--- src/rtl/vred_logic_seq.sv ---
// Sequencer for the vector logical-reduction datapath (vredand/vredor/vredxor).
// Folds the active, unmasked elements into a seed one element per cycle and returns the scalar under valid/ready.
module vred_logic_seq #(
  parameter int DATA_WIDTH  = 32,
  parameter int LANES       = 8,
  parameter int OPSEL_WIDTH = 2,
  parameter int VL_WIDTH    = $clog2(LANES) + 2
) (
  input  logic                        clk,
  input  logic                        rst,
  input  logic                        in_valid,
  output logic                        in_ready,
  input  logic [LANES*DATA_WIDTH-1:0] in_vec,
  input  logic [DATA_WIDTH-1:0]       in_scalar,
  input  logic [VL_WIDTH-1:0]         in_vl,
  input  logic [LANES-1:0]            in_mask,
  input  logic [OPSEL_WIDTH-1:0]      in_opSel,
  output logic                        out_valid,
  input  logic                        out_ready,
  output logic [DATA_WIDTH-1:0]       out_data,
  output logic                        busy
);

  localparam int IDX_WIDTH = $clog2(LANES);

  localparam logic [OPSEL_WIDTH-1:0] OP_CLR = OPSEL_WIDTH'(2'b00);
  localparam logic [OPSEL_WIDTH-1:0] OP_AND = OPSEL_WIDTH'(2'b01);
  localparam logic [OPSEL_WIDTH-1:0] OP_OR  = OPSEL_WIDTH'(2'b10);
  localparam logic [OPSEL_WIDTH-1:0] OP_XOR = OPSEL_WIDTH'(2'b11);

  localparam logic [VL_WIDTH-1:0] VL_MAX = VL_WIDTH'(LANES);

  typedef enum logic [1:0] {
    IDLE = 2'b00,
    RUN  = 2'b01,
    DONE = 2'b10
  } state_t;

  state_t                        state_r;
  state_t                        state_nx_s;
  logic [LANES*DATA_WIDTH-1:0]   vec_r;
  logic [LANES-1:0]              mask_r;
  logic [OPSEL_WIDTH-1:0]        op_r;
  logic [VL_WIDTH-1:0]           vl_r;
  logic [IDX_WIDTH-1:0]          idx_r;
  logic [DATA_WIDTH-1:0]         acc_r;
  logic                          out_valid_r;
  logic [DATA_WIDTH-1:0]         out_data_r;
  logic                          busy_r;

  logic [DATA_WIDTH-1:0]         elems_s [LANES];
  logic [DATA_WIDTH-1:0]         acc_step_s;
  logic [VL_WIDTH-1:0]           vl_eff_s;
  logic                          accept_s;
  logic                          last_s;
  logic                          in_ready_s;

  // One combine step of the reduction; clear wins over the element value.
  function automatic logic [DATA_WIDTH-1:0] combine(
    input logic [OPSEL_WIDTH-1:0] op,
    input logic [DATA_WIDTH-1:0]  a,
    input logic [DATA_WIDTH-1:0]  b
  );
    logic [DATA_WIDTH-1:0] r;
    case (op)
      OP_CLR:  r = {DATA_WIDTH{1'b0}};
      OP_AND:  r = a & b;
      OP_OR:   r = a | b;
      OP_XOR:  r = a ^ b;
      default: r = {DATA_WIDTH{1'b0}};
    endcase
    return r;
  endfunction

  for (genvar g = 0; g < LANES; g++) begin : g_unpack
    assign elems_s[g] = vec_r[g*DATA_WIDTH +: DATA_WIDTH];
  end

  assign in_ready_s = (state_r == IDLE) & ~rst;
  assign accept_s   = in_valid & in_ready_s;
  assign vl_eff_s   = (in_vl > VL_MAX) ? VL_MAX : in_vl;
  assign last_s     = ({{(VL_WIDTH-IDX_WIDTH){1'b0}}, idx_r} == (vl_r - VL_WIDTH'(1)));

  // Masked-off elements still burn a cycle so latency depends only on vl.
  always_comb begin
    acc_step_s = acc_r;
    if (mask_r[idx_r]) begin
      acc_step_s = combine(op_r, acc_r, elems_s[idx_r]);
    end else begin
      acc_step_s = acc_r;
    end
  end

  // Next-state selection.
  always_comb begin
    state_nx_s = state_r;
    case (state_r)
      IDLE: begin
        if (accept_s) begin
          state_nx_s = (vl_eff_s != {VL_WIDTH{1'b0}}) ? RUN : DONE;
        end else begin
          state_nx_s = IDLE;
        end
      end
      RUN: begin
        if (last_s) begin
          state_nx_s = DONE;
        end else begin
          state_nx_s = RUN;
        end
      end
      DONE: begin
        if (out_ready) begin
          state_nx_s = IDLE;
        end else begin
          state_nx_s = DONE;
        end
      end
      default: state_nx_s = IDLE;
    endcase
  end

  // State, datapath and registered result; the result register is set on the edge entering DONE.
  always_ff @(posedge clk) begin
    if (rst) begin
      state_r     <= IDLE;
      vec_r       <= {(LANES*DATA_WIDTH){1'b0}};
      mask_r      <= {LANES{1'b0}};
      op_r        <= {OPSEL_WIDTH{1'b0}};
      vl_r        <= {VL_WIDTH{1'b0}};
      idx_r       <= {IDX_WIDTH{1'b0}};
      acc_r       <= {DATA_WIDTH{1'b0}};
      out_valid_r <= 1'b0;
      out_data_r  <= {DATA_WIDTH{1'b0}};
      busy_r      <= 1'b0;
    end else begin
      state_r <= state_nx_s;
      busy_r  <= (state_nx_s != IDLE);
      case (state_r)
        IDLE: begin
          if (accept_s) begin
            vec_r  <= in_vec;
            mask_r <= in_mask;
            op_r   <= in_opSel;
            vl_r   <= vl_eff_s;
            acc_r  <= in_scalar;
            idx_r  <= {IDX_WIDTH{1'b0}};
            if (vl_eff_s == {VL_WIDTH{1'b0}}) begin
              out_valid_r <= 1'b1;
              out_data_r  <= in_scalar;
            end
          end
        end
        RUN: begin
          acc_r <= acc_step_s;
          idx_r <= idx_r + IDX_WIDTH'(1);
          if (last_s) begin
            out_valid_r <= 1'b1;
            out_data_r  <= acc_step_s;
          end
        end
        DONE: begin
          if (out_ready) begin
            out_valid_r <= 1'b0;
            out_data_r  <= {DATA_WIDTH{1'b0}};
          end
        end
        default: begin
          out_valid_r <= 1'b0;
          out_data_r  <= {DATA_WIDTH{1'b0}};
        end
      endcase
    end
  end

  assign in_ready  = in_ready_s;
  assign out_valid = out_valid_r;
  assign out_data  = out_data_r;
  assign busy      = busy_r;

endmodule

--- config.mk ---
export PLATFORM = sky130hd
export DESIGN_NAME = vred_logic_seq
export DESIGN_NICKNAME = d
export VERILOG_FILES = /design/src/rtl/vred_logic_seq.sv
export SDC_FILE = /design/constraint.sdc
export NUM_CORES = 1
export LEC_CHECK = 0
export BUFFER_PORTS_ARGS = -buffer_cell sky130_fd_sc_hd__buf_4
export CORE_MARGIN = 5
export CORE_UTILIZATION = 35
export CTS_CLUSTER_SIZE = 28
export DETAILED_ROUTE_END_ITERATION = 16
export PLACE_DENSITY_LB_ADDON = 0.15
export SYNTH_ARGS = -nofsm -noshare
export SYNTH_HDL_FRONTEND = slang
export SYNTH_SLANG_ARGS = --single-unit
--- constraint.sdc ---
create_clock -name clk -period 3.4 [get_ports clk]
set_clock_uncertainty 0.15 [all_clocks]
set_input_delay 1.02 -clock clk [delete_from_list [all_inputs] [get_ports clk]]
set_output_delay 1.02 -clock clk [all_outputs]
set_load 0.02 [all_outputs]
==> reports/qor.csv <==
metric,value,unit
outcome,finished clean,
clk sinks,342,
CORE AREA,45480,sq um
setup_tns,0,ps
cell with the most instances after synthesis,nand2_1,
via/cell ratio,5.031,
Slew @ Worst Pin,1062,ps
first-pass GRT wire length,81790,um
final-stage net count,2555,
root buf cell,clkbuf_16,
slew margin rel.,28.94,%
# DRC,0,
first-pass detailed-route iteration total,5,
Overall Global Routing Usage,20.72,%
Routed WL per cell,19.18,um
share of layout cells above drive strength 1,23.73,%
Fillers,4558,
fmax,326.3,MHz
num rows,78,
final wirelength,53950,um
Slowest Stage Delay on Critical Path,440,ps
post-route clock period utilization,90.14,%
Commonest cells post-synth,"581 x nand2_1, 342 x dfxtp_1, 280 x o21ai_0, 128 x clkbuf_1, 90 x inv_1",
Final HPWL DP,38760,um
HP Class,reg -> reg,
Yosys top cell by area,dfxtp_1,
synth-to-layout area growth,28.11,%
TritonCTS clock tree,yes,
final-report hold violation count,0,
vias in the first global route,13970,
Post-synth ARST share,0,%
Final ANT Viol Nets,0,
post-synth cell types,40,
WP data arrival,1890,ps
"Slowest-stage cell, CP",nor3_1,
simple-gate portion of the synthesized area,16.95,%
DIE WIDTH,224.4,um
syn_nets,2287,
Final min period,3065,ps
final setup vio count,0,
die height,224.4,um
die area,50380,sq um
Critical Path RT,2230,ps
synth top area cells,"dfxtp_1 43%, nand2_1 14%, mux4_2 9.2%",
Final Slew Violations,0,
H-tree levels,2,
most frequent CP cell,buf_4,
cells after synthesis,1914,
antenna violations before repair,3,
maxcap violations,0,
gp weighted congestion,0.7994,
LEAKAGE,8.341,nW
Setup crit end kind,output port,
multiplexer area fraction after synthesis,12.73,%
"CTS clk-pin slew, worst paths",60,ps
"Core Util, Final",45.34,%
CTS Hold Buffers Added,0,
r2r setup slk,360,ps
Synth Area in Adders,5.131,%
CP cell instances,"buf_4, nor3_1, buf_4",
Post-CTS Resized,0,
XOR/XNOR share of the synthesized area,0.2177,%
vias,14150,
Compound-Gate Fraction of Synth Area,16.21,%
cts bufs inserted,41,
VDD IR-drop max,0.3006,mV
"Avg Cell Area, Syn",8.409,sq um
grt ovf,0,
largest family of logic cells by synthesized area,simple AND/OR/NAND/NOR gates,
Crit Path Category,reg -> out,
post-CTS setup buffers,0,
"Seq/Total Area, Yosys",42.54,%
unrepaired setup endpoints after global routing,no,
Max clock buf depth,3,
synthesized cell area,16100,sq um
largest net degree at the start of global routing,225,
most used flip-flop cell after synthesis,dfxtp_1,
Skew-Pair Late Insertion Delay,560,ps
Yosys warning total,0,
Power Dens Cells,499.9,nW/um^2
Starting Density,35.39,%
"FF+latch count, synth",342,
Initial DRC Count,1203,
Post-synth EDFFs,0,
io pins,342,
Yosys top cell area share,42.54,%
port bufs,341,
crit-path max FO,24,
crit start category,flip-flop,
cells in the final DEF, fill, tap and decap left out, types with 2 or more instances in the layout:
cell type,instances
buf_4,373
nor3_1,3
a22o_1,32
nand2_1,581
a2111oi_0,32
mux2i_1,54
o21ai_0,280
ha_1,66
dfxtp_1,338
buf_12,13
mux4_2,66
dfxtp_4,2
xor2_1,4
nor3b_1,2
inv_1,90
clkbuf_1,13
inv_6,2
clkbuf_16,43
bufinv_16,2
a21oi_1,6
nand3_1,35
a22oi_1,33
o311ai_0,32
nor2_1,76
dfxtp_2,2
clkbuf_8,4
clkinv_2,8
state kept, by name (all words and copies together), names as in the netlist, 2 cells and up:
name and flops:
mask_r 8, state_r 2, acc_r 32, vl_r 5, idx_r 3, out_data 32, vec_r 256, op_r 2
critical path: cells and delay by family, from the launching register on:
kind,cells,cell delay (ps)
buffers and inverters,2,510
DFF,1,400
and+or+nand+nor,1,440
through the flow:
step | area, sq um | hold slack, ps | total power, mW | cells | worst slack (ps)
2_1_floorplan | 16100 | 282.8 | 5.349 | 1914 | 206.2
4_1_cts | 20620 | 307.2 | 10.44 | 2812 | 275.0
5_1_grt | 20620 | 317.8 | 10.79 | 2813 | 117.8
6_report | 20620 | 304.3 | 10.31 | 2813 | 335.2
3_5_place_dp | 19290 | 294.2 | 6.065 | 2739 | 194.9
3_3_place_gp | 19290 | 286.8 | 6.019 | 2739 | 220.9
routing by layer:
metal | up-vias | GRT usage, % | wire [um] | part of all wire [%]
li1 | 7075 | - | - | -
met5 | - | 0 | 27 | 0.050
met1 | 6648 | 27.33 | 23360 | 43
met2 | 369 | 35.10 | 26410 | 49
met4 | 4 | 5.618 | 1082 | 2.0
met3 | 55 | 3.811 | 3070 | 5.7
power by group:
part           internal, mW  leakage [nW]  switching [mW]
registers              4.29          2.81           0.165
logic                 0.678          4.87           0.825
clock network          2.57         0.654            1.77
cell families (layout without fill, tap and decap cells):
family,Yosys count,count (layout)
AOI/OAI and AO/OA,425,425
xor gates and xnor gates,4,4
adders and majority gates,66,66
buffers and inverters,252,550
DFF,342,342
muxes,122,122
other,0,1
and+or+nand+nor,703,703
final cells by class:
type	count	area, sq um	area share [%]
multi-input combinational	1320	8273	40.12
tap	600	750.7	3.641
clock buffer	60	1180	5.722
inverter	91	349.1	1.693
antenna	1	2.502	0.01214
timing repair buffer	386	3060	14.84
clock inverter	13	147.6	0.7160
sequential	342	6857	33.25
path summary, 6_finish.rpt:
check	start	end	depth (start not counted)
hold reg to reg	vec_r[193]	vec_r[193]	2
setup / recovery	state_r[0]	in_ready	3
setup reg to reg	idx_r[1]	out_data[31]	9
hold / removal	vec_r[193]	vec_r[193]	2
(Power assumes the default switching activity.)
